==> src/rtl/tsensor_pkg.sv <==
// rtl/tsensor_pkg.sv - shared types and constants for the I2C temperature sensor reader
package tsensor_pkg;

    // Transaction sequencer states
    typedef enum logic [3:0] {
        ST_IDLE,
        ST_START,
        ST_TX_BYTE,
        ST_RX_ACK,
        ST_RSTART,
        ST_RX_BYTE,
        ST_TX_ACK,
        ST_STOP,
        ST_WAIT
    } state_e;

    // Register pointer of the temperature register inside the sensor
    localparam logic [7:0] TEMP_REG = 8'h00;

    // I2C direction bit appended to the 7-bit address
    localparam logic RW_WRITE = 1'b0;
    localparam logic RW_READ  = 1'b1;

    // 13-bit temperature code: MSB byte followed by the upper five LSB bits
    function automatic logic [12:0] tc_pack(input logic [7:0] msb, input logic [7:0] lsb);
        return {msb, lsb[7:3]};
    endfunction

endpackage

==> src/rtl/i2c_qtick.sv <==
// rtl/i2c_qtick.sv - quarter-bit tick generator for the I2C bit engine
module i2c_qtick #(
    parameter int CLK_HZ = 100_000_000,
    parameter int SCL_HZ = 100_000
) (
    input  logic clk,
    input  logic rst_n,
    input  logic clr_i,
    output logic tick_o
);

    localparam int QDIV_RAW = CLK_HZ / (4 * SCL_HZ);
    localparam int QDIV     = (QDIV_RAW < 1) ? 1 : QDIV_RAW;
    localparam int CW       = (QDIV > 1) ? $clog2(QDIV) : 1;
    localparam logic [CW-1:0] LAST = CW'(QDIV - 1);

    logic [CW-1:0] cnt_q;

    // Divider restarts on clr_i so the first quarter of a transaction is full length
    always_ff @(posedge clk or negedge rst_n) begin
        if (!rst_n) begin
            cnt_q <= '0;
        end else if (clr_i || (cnt_q == LAST)) begin
            cnt_q <= '0;
        end else begin
            cnt_q <= cnt_q + 1'b1;
        end
    end

    assign tick_o = (cnt_q == LAST) && !clr_i;

endmodule

==> src/rtl/tsensor_rd.sv <==
// rtl/tsensor_rd.sv - periodic I2C temperature sensor reader producing a 13-bit code
module tsensor_rd
    import tsensor_pkg::*;
#(
    parameter int         CLK_HZ     = 100_000_000,
    parameter int         SCL_HZ     = 100_000,
    parameter logic [6:0] DEV_ADDR   = 7'h4B,
    parameter int         SAMPLE_CYC = 25_000_000
) (
    input  logic        clk,
    input  logic        rst_n,
    output logic        scl_oe,
    output logic        sda_oe,
    input  logic        sda_i,
    output logic [12:0] tc,
    output logic        tc_valid,
    output logic        nack_err
);

    localparam int SCW = $clog2(SAMPLE_CYC + 1);
    localparam logic [SCW-1:0] SAMPLE_LAST = SCW'(SAMPLE_CYC - 1);

    state_e         state_q, state_d;
    logic [1:0]     qph_q, qph_d;       // quarter within the current bit slot
    logic [2:0]     bit_q, bit_d;       // bits remaining in the current byte
    logic [1:0]     tx_idx_q, tx_idx_d; // 0: addr+W, 1: register pointer, 2: addr+R
    logic           rx_idx_q, rx_idx_d; // 0: MSB, 1: LSB
    logic [7:0]     sh_q, sh_d;
    logic [7:0]     msb_q, msb_d;
    logic           ack_q, ack_d;
    logic           fail_q, fail_d;
    logic [12:0]    tc_q, tc_d;
    logic           tc_valid_q, tc_valid_d;
    logic           nack_err_q, nack_err_d;
    logic           scl_oe_q, scl_oe_d;
    logic           sda_oe_q, sda_oe_d;
    logic [SCW-1:0] smp_q, smp_d;
    logic           expire;
    logic           qclr;
    logic           tick;

    i2c_qtick #(
        .CLK_HZ(CLK_HZ),
        .SCL_HZ(SCL_HZ)
    ) u_qtick (
        .clk    (clk),
        .rst_n  (rst_n),
        .clr_i  (qclr),
        .tick_o (tick)
    );

    function automatic logic [7:0] tx_byte(input logic [1:0] idx);
        case (idx)
            2'd0:    return {DEV_ADDR, RW_WRITE};
            2'd1:    return TEMP_REG;
            default: return {DEV_ADDR, RW_READ};
        endcase
    endfunction

    // Sequencer next state, datapath updates and registered line drive decode
    always_comb begin
        state_d    = state_q;
        qph_d      = qph_q;
        bit_d      = bit_q;
        tx_idx_d   = tx_idx_q;
        rx_idx_d   = rx_idx_q;
        sh_d       = sh_q;
        msb_d      = msb_q;
        ack_d      = ack_q;
        fail_d     = fail_q;
        tc_d       = tc_q;
        tc_valid_d = 1'b0;
        nack_err_d = nack_err_q;
        qclr       = 1'b0;
        expire     = (smp_q == SAMPLE_LAST);
        smp_d      = expire ? '0 : smp_q + 1'b1;

        if (state_q == ST_IDLE) begin
            if (expire) begin
                state_d  = ST_START;
                qph_d    = 2'd0;
                qclr     = 1'b1;
                fail_d   = 1'b0;
                tx_idx_d = 2'd0;
                rx_idx_d = 1'b0;
                smp_d    = '0;
            end
        end else if (tick) begin
            qph_d = qph_q + 2'd1;
            case (state_q)
                ST_START: begin
                    if (qph_q == 2'd1) begin
                        state_d = ST_TX_BYTE;
                        qph_d   = 2'd0;
                        bit_d   = 3'd7;
                        sh_d    = tx_byte(2'd0);
                    end
                end
                ST_TX_BYTE: begin
                    if (qph_q == 2'd3) begin
                        if (bit_q == 3'd0) begin
                            state_d = ST_RX_ACK;
                        end else begin
                            bit_d = bit_q - 3'd1;
                            sh_d  = {sh_q[6:0], 1'b0};
                        end
                    end
                end
                ST_RX_ACK: begin
                    if (qph_q == 2'd1) begin
                        ack_d = !sda_i;
                    end else if (qph_q == 2'd3) begin
                        if (!ack_q) begin
                            state_d    = ST_STOP;
                            fail_d     = 1'b1;
                            nack_err_d = 1'b1;
                        end else if (tx_idx_q == 2'd0) begin
                            state_d  = ST_TX_BYTE;
                            tx_idx_d = 2'd1;
                            bit_d    = 3'd7;
                            sh_d     = tx_byte(2'd1);
                        end else if (tx_idx_q == 2'd1) begin
                            state_d  = ST_RSTART;
                            tx_idx_d = 2'd2;
                        end else begin
                            state_d = ST_RX_BYTE;
                            bit_d   = 3'd7;
                        end
                    end
                end
                ST_RSTART: begin
                    if (qph_q == 2'd3) begin
                        state_d = ST_TX_BYTE;
                        bit_d   = 3'd7;
                        sh_d    = tx_byte(tx_idx_q);
                    end
                end
                ST_RX_BYTE: begin
                    if (qph_q == 2'd1) begin
                        sh_d = {sh_q[6:0], sda_i};
                    end else if (qph_q == 2'd3) begin
                        if (bit_q == 3'd0) begin
                            state_d = ST_TX_ACK;
                            if (!rx_idx_q) begin
                                msb_d = sh_q;
                            end
                        end else begin
                            bit_d = bit_q - 3'd1;
                        end
                    end
                end
                ST_TX_ACK: begin
                    if (qph_q == 2'd3) begin
                        if (!rx_idx_q) begin
                            state_d  = ST_RX_BYTE;
                            rx_idx_d = 1'b1;
                            bit_d    = 3'd7;
                        end else begin
                            state_d = ST_STOP;
                        end
                    end
                end
                ST_STOP: begin
                    // SDA release while SCL is high completes the STOP
                    if (qph_q == 2'd1) begin
                        state_d = ST_WAIT;
                        qph_d   = 2'd0;
                        if (!fail_q) begin
                            tc_d       = tc_pack(msb_q, sh_q);
                            tc_valid_d = 1'b1;
                            nack_err_d = 1'b0;
                        end
                    end
                end
                ST_WAIT: begin
                    if (qph_q == 2'd3) begin
                        state_d = ST_IDLE;
                        qph_d   = 2'd0;
                    end
                end
                default: begin
                    state_d = ST_IDLE;
                end
            endcase
        end

        // Line drive follows the upcoming state so it is registered without extra lag.
        // Bit slots: SCL low in quarters 0 and 3, high in 1 and 2; SDA moves only at quarter 0.
        scl_oe_d = 1'b0;
        sda_oe_d = 1'b0;
        case (state_d)
            ST_START: begin
                scl_oe_d = (qph_d == 2'd1);
                sda_oe_d = 1'b1;
            end
            ST_TX_BYTE: begin
                scl_oe_d = (qph_d == 2'd0) || (qph_d == 2'd3);
                sda_oe_d = !sh_d[7];
            end
            ST_RX_ACK, ST_RX_BYTE: begin
                scl_oe_d = (qph_d == 2'd0) || (qph_d == 2'd3);
            end
            ST_RSTART: begin
                scl_oe_d = (qph_d == 2'd0) || (qph_d == 2'd3);
                sda_oe_d = (qph_d >= 2'd2);
            end
            ST_TX_ACK: begin
                scl_oe_d = (qph_d == 2'd0) || (qph_d == 2'd3);
                sda_oe_d = !rx_idx_d;
            end
            ST_STOP: begin
                scl_oe_d = (qph_d == 2'd0);
                sda_oe_d = 1'b1;
            end
            default: begin
                scl_oe_d = 1'b0;
                sda_oe_d = 1'b0;
            end
        endcase
    end

    // State and output registers; reset releases both bus lines at once
    always_ff @(posedge clk or negedge rst_n) begin
        if (!rst_n) begin
            state_q    <= ST_IDLE;
            qph_q      <= '0;
            bit_q      <= '0;
            tx_idx_q   <= '0;
            rx_idx_q   <= 1'b0;
            sh_q       <= '0;
            msb_q      <= '0;
            ack_q      <= 1'b0;
            fail_q     <= 1'b0;
            tc_q       <= '0;
            tc_valid_q <= 1'b0;
            nack_err_q <= 1'b0;
            scl_oe_q   <= 1'b0;
            sda_oe_q   <= 1'b0;
            smp_q      <= '0;
        end else begin
            state_q    <= state_d;
            qph_q      <= qph_d;
            bit_q      <= bit_d;
            tx_idx_q   <= tx_idx_d;
            rx_idx_q   <= rx_idx_d;
            sh_q       <= sh_d;
            msb_q      <= msb_d;
            ack_q      <= ack_d;
            fail_q     <= fail_d;
            tc_q       <= tc_d;
            tc_valid_q <= tc_valid_d;
            nack_err_q <= nack_err_d;
            scl_oe_q   <= scl_oe_d;
            sda_oe_q   <= sda_oe_d;
            smp_q      <= smp_d;
        end
    end

    assign scl_oe   = scl_oe_q;
    assign sda_oe   = sda_oe_q;
    assign tc       = tc_q;
    assign tc_valid = tc_valid_q;
    assign nack_err = nack_err_q;

endmodule
==> config.mk <==
export PLATFORM = sky130hd
export DESIGN_NAME = tsensor_rd
export DESIGN_NICKNAME = d
export VERILOG_FILES = /design/src/rtl/tsensor_pkg.sv /design/src/rtl/i2c_qtick.sv /design/src/rtl/tsensor_rd.sv
export SDC_FILE = /design/constraint.sdc
export NUM_CORES = 1
export LEC_CHECK = 0
export CAP_MARGIN = 20
export CORE_MARGIN = 8
export CORE_UTILIZATION = 59
export DETAILED_ROUTE_END_ITERATION = 6
export PLACE_DENSITY = 0.78
export SLEW_MARGIN = 30
export SYNTH_ARGS = -nofsm -noshare
export SYNTH_HDL_FRONTEND = slang
export SYNTH_SLANG_ARGS = --single-unit
export TNS_END_PERCENT = 50
==> constraint.sdc <==
create_clock -name clk -period 2.85 [get_ports clk]
set_input_delay 0.4275 -clock clk [delete_from_list [all_inputs] [get_ports clk]]
set_output_delay 0.4275 -clock clk [all_outputs]
set_load 0.01 [all_outputs]
==> summary.md, run 1 <==
| Metric | Value |
|---|---|
| Status | `complete, but fails checks` |
| Failing checks | `negative hold slack` |
| DR iter-0 viols | `164` |
| Placed instance count | `557` |
| PD cells | `448.7 nW/µm²` |
| DRC | `0` |
| Row count | `31` |
| Cells along the critical path | `or4_4, nor4_1, nand4_1, nand3_1, and2_1, ha_1, a21oi_1, a311oi_1, nor4_1` |
| Slowest CP cell | `or4_4` |
| EDFF count, synth | `0` |
| Buf/Inv on CP | `0` |
| Post-route insts no fill | `575` |
| Gr usage total | `0.1951` |
| Syn nets | `461` |
| Yosys cell types | `67` |
| Routed Antenna Nets | `0` |
| VDD IR max | `243.9 µV` |
| Worst R2R Setup Slack | `220 ps` |
| Largest net degree at the start of global routing | `49` |
| Total grt overflow | `0` |
| Max incr delay on CP | `570 ps` |
| Root buffer cell | `clkbuf_8` |
| Top cells by area, synth | `dfrtp_1 (47%), nand2_1 (6.1%), nor2_1 (4.3%)` |
| Worst setup SP type | `register` |
| Worst slew pin tran | `607.9 ps` |
| Share of layout cells above drive strength 1 | `0.1155` |
| Pleak | `2.214 nW` |
| Placed standard-cell area | `4554 µm²` |
| Dpl hpwl | `6464 µm` |
| Post-route minimum period | `2630 ps` |
| WS Path Type | `reg2reg` |
| Tcrit/Tclk final | `0.9228` |
| Register area share after synthesis | `0.4676` |
| Core footprint | `7137 µm²` |
| First-pass GRT wire length | `15740 µm` |
| Clk pin slew, worst setup/hold paths | `100 ps` |
| Crit-path most repeated cell | `nor4_1` |
| WP data arrival | `2880 ps` |
| Critical Path Fanout Max | `4` |
| Ant. Diodes | `0` |
| Delay-heaviest family, CP | `simple AND/OR/NAND/NOR gates` |
| GPL Wtd Cong | `0.9203` |
| Number of setup buffers added after CTS | `0` |
| Mapped Avg Cell Area | `9.579 µm²` |
| Initial Utilization | `0.5999` |
| Seq cells post-synth | `80` |
| Vert. Die Dim | `101.2 µm` |
| F_max | `380.2 MHz` |
| H-tree levels | `3` |
| RSZ-0062 raised after global routing | `yes` |
| Max Transition Viols Final | `0` |
| Layout Nets | `485` |
| Wire per inst | `15.91 µm` |
| Skew final | `12.97 ps` |
| Mapped Area | `4282 µm²` |
| Hold Vio Cnt, Final | `6` |
| TritonCTS Sinks | `80` |
| Initial antenna violation count | `0` |
| CP required | `3100 ps` |
| Post_cts resized | `0` |
| Most frequent cells in the layout | `dfrtp_1 (80), nand2_1 (70), nor2_1 (49)` |
| Worst hold margin | `-8.302 ps` |
| Die Span X | `101.2 µm` |
| YS warnings | `0` |
| TritonCTS clock tree | `built` |
| Synth area leader | `dfrtp_1` |
| Via-per-instance ratio | `5.788` |
| Port-buffer cells | `19` |
| Final setup violation count | `0` |
| Main flop type after synthesis | `dfrtp_1` |
| Area added between synthesis and finish | `12.13%` |
| Max-Cap Viols | `0` |
| Routed WL | `9150 µm` |
| Endpoint type of the worst setup path | `register` |
| Fillers | `578` |
| Ys async rst share | `1.000` |
| Final non-filler cell area | `4801 µm²` |
| Hold WC Path Type | `in2async` |
| Initial DRT Pass Iterations | `4` |
| Area share of the largest cell type after synthesis | `0.4676` |
| Die area | `10240 µm²` |
| CTS max path bufs | `2` |
| Worst-skew pair later-pin latency | `370 ps` |
| Commonest non-fill, non-tap cell in the layout | `dfrtp_1` |
| Headroom to the max-slew limit | `0.5948` |
| Mapped Cells | `447` |
| Vias in the first global route | `3257` |
| Total CTS buffers | `9` |
| Io pins | `20` |
| Via count | `3328` |
| Cts hold-fix bufs | `0` |
[area by class of cell]
class / instances / area [µm²] / share of cell area
Timing Repair Buffer: 32 / 305.3 / 0.06359
Clock inverter: 7 / 107.6 / 0.02241
Multi-Input combinational cell: 329 / 2067 / 0.4305
Sequential cell: 80 / 2002 / 0.4170
Inverter: 19 / 71.32 / 0.01486
Tap cell: 99 / 123.9 / 0.02580
Clock buffer: 9 / 123.9 / 0.02580
[metal layers]
metal / vias up / global-route usage / share of wire
met3: 15 / 0.04811 / 0.056
met5: - / 0 / 0
li1: 1602 / - / -
met4: 0 / 0.06987 / 0.017
met2: 103 / 0.3254 / 0.49
met1: 1608 / 0.2397 / 0.44
[synth_stat cells (all sizes together), types with 2 or more instances]
master and instances:
a211oi 2, a21o 4, a21oi 13, a22o 2, a311oi 3, a32o 2
and2 5, and3 5, and3b 4, and4 2, and4bb 2, buf 14
clkbuf 5, dfrtp 80, ha 11, inv 19, mux2 7, nand2 70
nand2b 8, nand3 21, nand3b 2, nand4 8, nand4bb 3, nor2 49
nor2b 7, nor3 10, nor4 8, o2111ai 2, o21ai 19, o22a 2
o31ai 2, o32a 2, o32ai 2, o41ai 2, or2 3, or3 2
or4 2, xnor2 9, xor2 20
[power by group]
group          switching, mW  internal [mW]  leakage [nW]
sequential           0.00141           1.13          1.09
combinational         0.0226        0.00651          1.01
clock                  0.477          0.512         0.114
total                  0.501           1.65          2.21
[kinds of logic after synthesis]
group / synth area share
buf+inv: 0.04968
mux: 0.01841
compound gates: 0.1128
fa+ha+maj: 0.03214
xor+xnor: 0.05932
simple gates: 0.2601
flops: 0.4676
[worst reg2reg max path, delay by kind of cell, from the launching register on]
| kind | cells | cell delay (ps) |
|---|---|---|
| flops | 1 | 420 |
| compound gates | 2 | 250 |
| simple gates | 6 | 1580 |
| fa+ha+maj | 1 | 260 |
[registers in the layout, indices dropped and copies added, names as in the netlist]
register and cells:
smp_q 25, tc 13, msb_q 8, sh_q 8
u_qtick.cnt_q 8, state_q 4, bit_q 3, qph_q 2
tx_idx_q 2, ack_q 1, fail_q 1, nack_err 1
rx_idx_q 1, scl_oe 1, sda_oe 1, tc_valid 1
[final timing paths]
path	from	end	depth (start not counted)
max in group asynchronous	rst_n	smp_q[22]$_DFF_PN0_	2
min in group clk	msb_q[4]$_DFFE_PN0P_	tc[9]$_DFFE_PN0P_	2
min	rst_n	tc[10]$_DFFE_PN0P_	1
max	smp_q[7]$_DFF_PN0_	scl_oe$_DFF_PN0_	9
min reg2reg	msb_q[4]$_DFFE_PN0P_	tc[9]$_DFFE_PN0P_	2
max reg2reg	smp_q[7]$_DFF_PN0_	scl_oe$_DFF_PN0_	9
[stage by stage]
| step | util | setup TNS (ps) | power, mW | setup slack [ps] |
|---|---|---|---|---|
| after floorplan | - | 0 | 1.159 | 388.6 |
| after global routing | 0.6727 | -28.93 | 2.220 | -28.93 |
| final | 0.6727 | 0 | 2.154 | 219.9 |
| after global placement | 0.6343 | 0 | 1.184 | 310.7 |
| after detailed placement | 0.6381 | 0 | 1.190 | 216.5 |
| after CTS | 0.6706 | 0 | 2.167 | 194.8 |
(Power assumes the default switching activity.)
==> run 2, diff against run 1 <==
- CORE_UTILIZATION: 59 -> 25
- PLACE_DENSITY: 0.78 -> 0.4
==> summary.md, run 2 (same netlist as run 1, synthesis figures left out) <==
| Metric | Value |
|---|---|
| Status | `complete, no violations` |
| Dpl hpwl | `7153 µm` |
| Pleak | `2.215 nW` |
| Headroom to the max-slew limit | `0.4973` |
| Via count | `3196` |
| Gr usage total | `0.1030` |
| Reg power frac | `0.492` |
| DR iter-0 viols | `208` |
| Multi-input gate area | `2076 µm²` |
| Critical Path Fanout Max | `5` |
| Slowest CP cell | `or4_4` |
| Clk pin slew, worst setup/hold paths | `60 ps` |
| Most frequent cells in the layout | `dfrtp_1 (80), nand2_1 (70), nor2_1 (49)` |
| VDD IR max | `389.0 µV` |
| Psw | `0.4993 mW` |
| Final non-filler cell area | `4985 µm²` |
| Root buffer cell | `clkbuf_16` |
| Worst-skew pair later-pin latency | `350 ps` |
| CP required | `3080 ps` |
| Hold Vio Cnt, Final | `0` |
| Setup TNS | `0 ps` |
| Post-route minimum period | `2673 ps` |
| Max Transition Viols Final | `0` |
| Worst R2R Path Depth | `10` |
| Most flop-heavy register | `smp_q` |
| GPL Wtd Cong | `0.8323` |
| Die area | `21570 µm²` |
| Area added between synthesis and finish | `16.42%` |
| Via-per-instance ratio | `4.585` |
| Final setup violation count | `0` |
| Placed standard-cell area | `4681 µm²` |
| Routed WL | `10390 µm` |
| WP data arrival | `2900 ps` |
| Wire per inst | `14.91 µm` |
| Commonest non-fill, non-tap cell in the layout | `dfrtp_1` |
| TritonCTS clock tree | `built` |
| Register area | `2002 µm²` |
| Initial Utilization | `0.2519` |
| Cts hold-fix bufs | `0` |
| Clock share of power | `0.497` |
| Endpoint type of the worst setup path | `register` |
| Io pins | `20` |
| WS Path Type | `reg2reg` |
| Logic pwr share | `0.011` |
| Max incr delay on CP | `560 ps` |
| Largest register FFs | `25` |
| Fillers | `1765` |
| Core footprint | `17000 µm²` |
| Hold WC Path Type | `in2async` |
| Initial antenna violation count | `0` |
| Crit-path most repeated cell | `inv_1` |
| TritonCTS Sinks | `80` |
| Sw frac | `0.2159` |
| Vert. Die Dim | `146.9 µm` |
| Share of layout cells above drive strength 1 | `0.1059` |
| Worst setup SP type | `register` |
| Ant. Diodes | `0` |
| Worst r2r dst | `sda_oe$_DFF_PN0_` |
| CTS max path bufs | `2` |
| Vias in the first global route | `3233` |
| Port-buffer cells | `19` |
| Largest net degree at the start of global routing | `81` |
| H-tree levels | `3` |
| Layout Nets | `482` |
| Routed Antenna Nets | `0` |
| PD cells | `463.9 nW/µm²` |
| Cells along the critical path | `or4_4, nor4_1, and4bb_2, o22a_1, inv_1, ha_1, inv_1, o221ai_1, a311oi_1, a211oi_1` |
| F_max | `374.2 MHz` |
| Tcrit/Tclk final | `0.9377` |
| Total CTS buffers | `9` |
| Worst hold margin | `123.9 ps` |
| DRC | `0` |
| Max-Cap Viols | `0` |
| Worst R2R Setup Slack | `180 ps` |
| Die Span X | `146.9 µm` |
| Reg2reg start | `smp_q[7]$_DFF_PN0_` |
| First-pass GRT wire length | `17570 µm` |
| Worst slew pin tran | `754.0 ps` |
| Row count | `48` |
| Int Power | `1.813 mW` |
| RSZ-0062 raised after global routing | `no` |
| Total grt overflow | `0` |
| Initial DRT Pass Iterations | `4` |
| Skew final | `9.367 ps` |
[run 2: cell types whose count changed in the layout (fill, tap and decap cells not counted), sizes merged]
cell and delta:
buf -3, bufinv -1, clkbuf +1, clkinv +2, clkinvlp +1, inv -4
[run 2: metrics by stage]
step | std cells | utilization | worst slack [ps] | total power, mW
floorplan | 447 | - | 388.6 | 1.159
global placement | 681 | 0.2752 | 120.1 | 1.186
detailed placement | 681 | 0.2754 | 49.91 | 1.187
CTS | 696 | 0.2923 | 40.43 | 2.369
global route | 697 | 0.2933 | 10.61 | 2.415
finish | 697 | 0.2933 | 177.5 | 2.312
[run 2: layout make-up]
| class | instances | area share |
|---|---|---|
| Clock buffer | 10 | 0.04593 |
| Timing Repair Buffer | 29 | 0.05346 |
| Sequential cell | 80 | 0.4016 |
| Inverter | 19 | 0.01431 |
| Tap cell | 225 | 0.05648 |
| Clock inverter | 5 | 0.01180 |
| Multi-Input combinational cell | 329 | 0.4164 |
[run 2: worst max-delay path, delay by kind of cell, from the launching register on]
kind            cells  cell delay [ps]
fa+ha+maj           1              170
compound gates      4              690
buf+inv             2              120
simple gates        3             1160
flops               1              410
[run 2: what timing repair did]
| item | 4_1_cts | 5_1_grt |
|---|---|---|
| setup endpoints to repair | 0 | 1 |
| resized for setup | 0 | 1 |
| setup buffers | 0 | 1 |
[run 2: routing by layer]
layer	GRT usage	routed length, µm	up-vias	share of wire
met2	0.1583	4744	64	0.46
met3	0.03230	535	14	0.051
met5	0	0	-	0
li1	-	-	1601	-
met4	0.04482	238	0	0.023
met1	0.1304	4873	1517	0.47
[run 2: how the worst max path moves through the flow]
| stage | startpoint | to | slack, ps |
|---|---|---|---|
| after floorplan | smp_q[0]$_DFF_PN0_ | sda_oe$_DFF_PN0_ | 390 |
| after global placement | state_q[2]$_DFF_PN0_ | scl_oe$_DFF_PN0_ | 120 |
| after detailed placement | state_q[2]$_DFF_PN0_ | scl_oe$_DFF_PN0_ | 50 |
| after CTS | state_q[2]$_DFF_PN0_ | scl_oe$_DFF_PN0_ | 40 |
| after global routing | smp_q[7]$_DFF_PN0_ | sda_oe$_DFF_PN0_ | 10 |
| final | smp_q[7]$_DFF_PN0_ | sda_oe$_DFF_PN0_ | 180 |
[run 2: power by group through the flow]
stage | sequential, mW | combinational [mW] | clock, mW
after floorplan | 1.16 | 0.000584 | 0
after global placement | 1.16 | 0.0276 | 0
after detailed placement | 1.16 | 0.0285 | 0
after CTS | 1.14 | 0.0286 | 1.20
after global routing | 1.14 | 0.0318 | 1.25
final | 1.14 | 0.0256 | 1.15
==> run 3, diff against run 2 <==
- ABC_AREA: unset -> 0
- PLACE_DENSITY: 0.4 -> unset
==> summary.md, run 3 (same netlist as run 1, synthesis figures left out) <==
| Metric | Value |
|---|---|
| Skew final | `5.536 ps` |
| VDD IR max | `295.6 µV` |
| Port-buffer cells | `19` |
| Most Crowded Layer GR | `met2` |
| Root buffer cell | `clkbuf_16` |
| Routed WL | `9539 µm` |
| Most flop-heavy register | `smp_q` |
| Layout Nets | `481` |
| WP data arrival | `2850 ps` |
| Share of layout cells above drive strength 1 | `0.1081` |
| Start point of the critical path | `smp_q[7]$_DFF_PN0_` |
| Worst setup SP type | `register` |
| Wire per inst | `13.69 µm` |
| Pleak | `2.211 nW` |
| Tcrit/Tclk final | `0.9249` |
| Worst-skew pair later-pin latency | `340 ps` |
| Setup TNS | `0 ps` |
| Worst r2r dst | `sda_oe$_DFF_PN0_` |
| Most frequent cells in the layout | `dfrtp_1 (80), nand2_1 (70), nor2_1 (49)` |
| Post_cts resized | `0` |
| Register area | `2002 µm²` |
| CP required | `3070 ps` |
| Critical Path Fanout Max | `4` |
| Largest net degree at the start of global routing | `81` |
| Gr usage total | `0.09291` |
| GPL Wtd Cong | `0.8434` |
| First-pass GRT wire length | `16580 µm` |
| Max-Cap Viols | `0` |
| Via count | `3241` |
| PD cells | `470.2 nW/µm²` |
| Total grt overflow | `0` |
| Hold WC Path Type | `in2async` |
| Post-route insts no fill | `697` |
| Via-per-instance ratio | `4.650` |
| Fillers | `1771` |
| Core footprint | `17000 µm²` |
| Total CTS buffers | `9` |
| Routed Antenna Nets | `0` |
| H-tree levels | `3` |
| Final setup violation count | `0` |
| GR Util met2 | `0.1475` |
| DRC | `0` |
| Ant. Diodes | `0` |
| Largest register FFs | `25` |
| F_max | `379.4 MHz` |
| Placed instance count | `680` |
| Headroom to the max-slew limit | `0.5002` |
| M3 GR Usage | `0.02891` |
| Final non-filler cell area | `4985 µm²` |
| Hold Vio Cnt, Final | `0` |
| Multi-input gate area | `2067 µm²` |
| Worst slew pin tran | `749.7 ps` |
| Endpoint type of the worst setup path | `register` |
| DR iter-0 viols | `283` |
| Max Transition Viols Final | `0` |
| Worst Setup EP | `sda_oe$_DFF_PN0_` |
| Worst R2R Path Depth | `10` |
| Status | `complete, no violations` |
| WS Path Type | `reg2reg` |
| Io pins | `20` |
| Initial Utilization | `0.2519` |
| Placed standard-cell area | `4673 µm²` |
| Die area | `21570 µm²` |
| TritonCTS clock tree | `built` |
| Worst R2R Setup Slack | `210 ps` |
| Met1 GRT Util | `0.1154` |
| Row count | `48` |
| Post-route minimum period | `2636 ps` |
| Die Span X | `146.9 µm` |
| Vias in the first global route | `3424` |
| Initial DRT Pass Iterations | `4` |
| Commonest non-fill, non-tap cell in the layout | `dfrtp_1` |
| Vert. Die Dim | `146.9 µm` |
| Initial antenna violation count | `0` |
| Area added between synthesis and finish | `16.42%` |
| Dpl hpwl | `6663 µm` |
| CTS max path bufs | `2` |
| Clk pin slew, worst setup/hold paths | `60 ps` |
| Reg2reg start | `smp_q[7]$_DFF_PN0_` |
| TritonCTS Sinks | `80` |
run 3: cell types whose count changed in the layout (fill, tap and decap cells not counted):
cell and delta:
clkinvlp_4 +1, buf_4 -1, inv_6 +2, nor4_4 -1, clkinv_2 -1, nor4_2 +1, clkbuf_1 -1
run 3: worst min path at each step:
stage	from	end	slack (ps)	depth (start not counted)
2_1_floorplan	rst_n	ack_q$_DFFE_PN0P_	130	0
3_3_place_gp	msb_q[3]$_DFFE_PN0P_	tc[8]$_DFFE_PN0P_	450	2
3_5_place_dp	msb_q[3]$_DFFE_PN0P_	tc[8]$_DFFE_PN0P_	450	2
4_1_cts	rst_n	tc_valid$_DFF_PN0_	150	1
5_1_grt	rst_n	tc_valid$_DFF_PN0_	190	1
6_report	rst_n	tc_valid$_DFF_PN0_	90	1
run 3: layout make-up:
type                    count  share of cell area
inverters                  19             0.01431
multi-input cells         329              0.4147
clock buffers               9             0.04518
clock inverters             7             0.01581
flip-flops and latches     80              0.4016
well taps                 225             0.05648
repair buffers             28             0.05196
run 3: worst max-delay path, stage by stage, from the launching register on:
cell      delay, ps
dfrtp_1         420
or4_4           560
nor4_1          280
and4bb_2        290
o22a_1          200
inv_1            70
ha_1            180
inv_1            50
o221ai_1        110
a311oi_1        300
a211oi_1         70
run 3: timing repair:
action | in CTS | in global routing
endpoints found under the setup margin | 0 | 1
hold buffers | 0 | 0
setup buffers | 0 | 1
run 3: layer usage:
metal,wire [µm],vias up
met1,4466,1566
met5,0,-
met4,168,0
li1,-,1596
met3,453,16
met2,4450,63
run 3: where the power goes:
part	internal [mW]	switching [mW]	total, mW	leakage (nW)
clock	0.686	0.496	1.18	0.139
sequential	1.14	0.00131	1.14	1.09
combinational	0.00303	0.0218	0.0248	0.985
run 3: metrics by stage:
step | util | hold WS, ps | setup slack [ps] | total power, mW
finish | 0.2933 | 86.67 | 214.0 | 2.344
global route | 0.2933 | 186.3 | -1.452 | 2.425
CTS | 0.2928 | 152.8 | 183.1 | 2.382
detailed placement | 0.2750 | 450.1 | 189.8 | 1.185
global placement | 0.2747 | 447.8 | 256.8 | 1.184
floorplan | - | 131.9 | 388.6 | 1.159
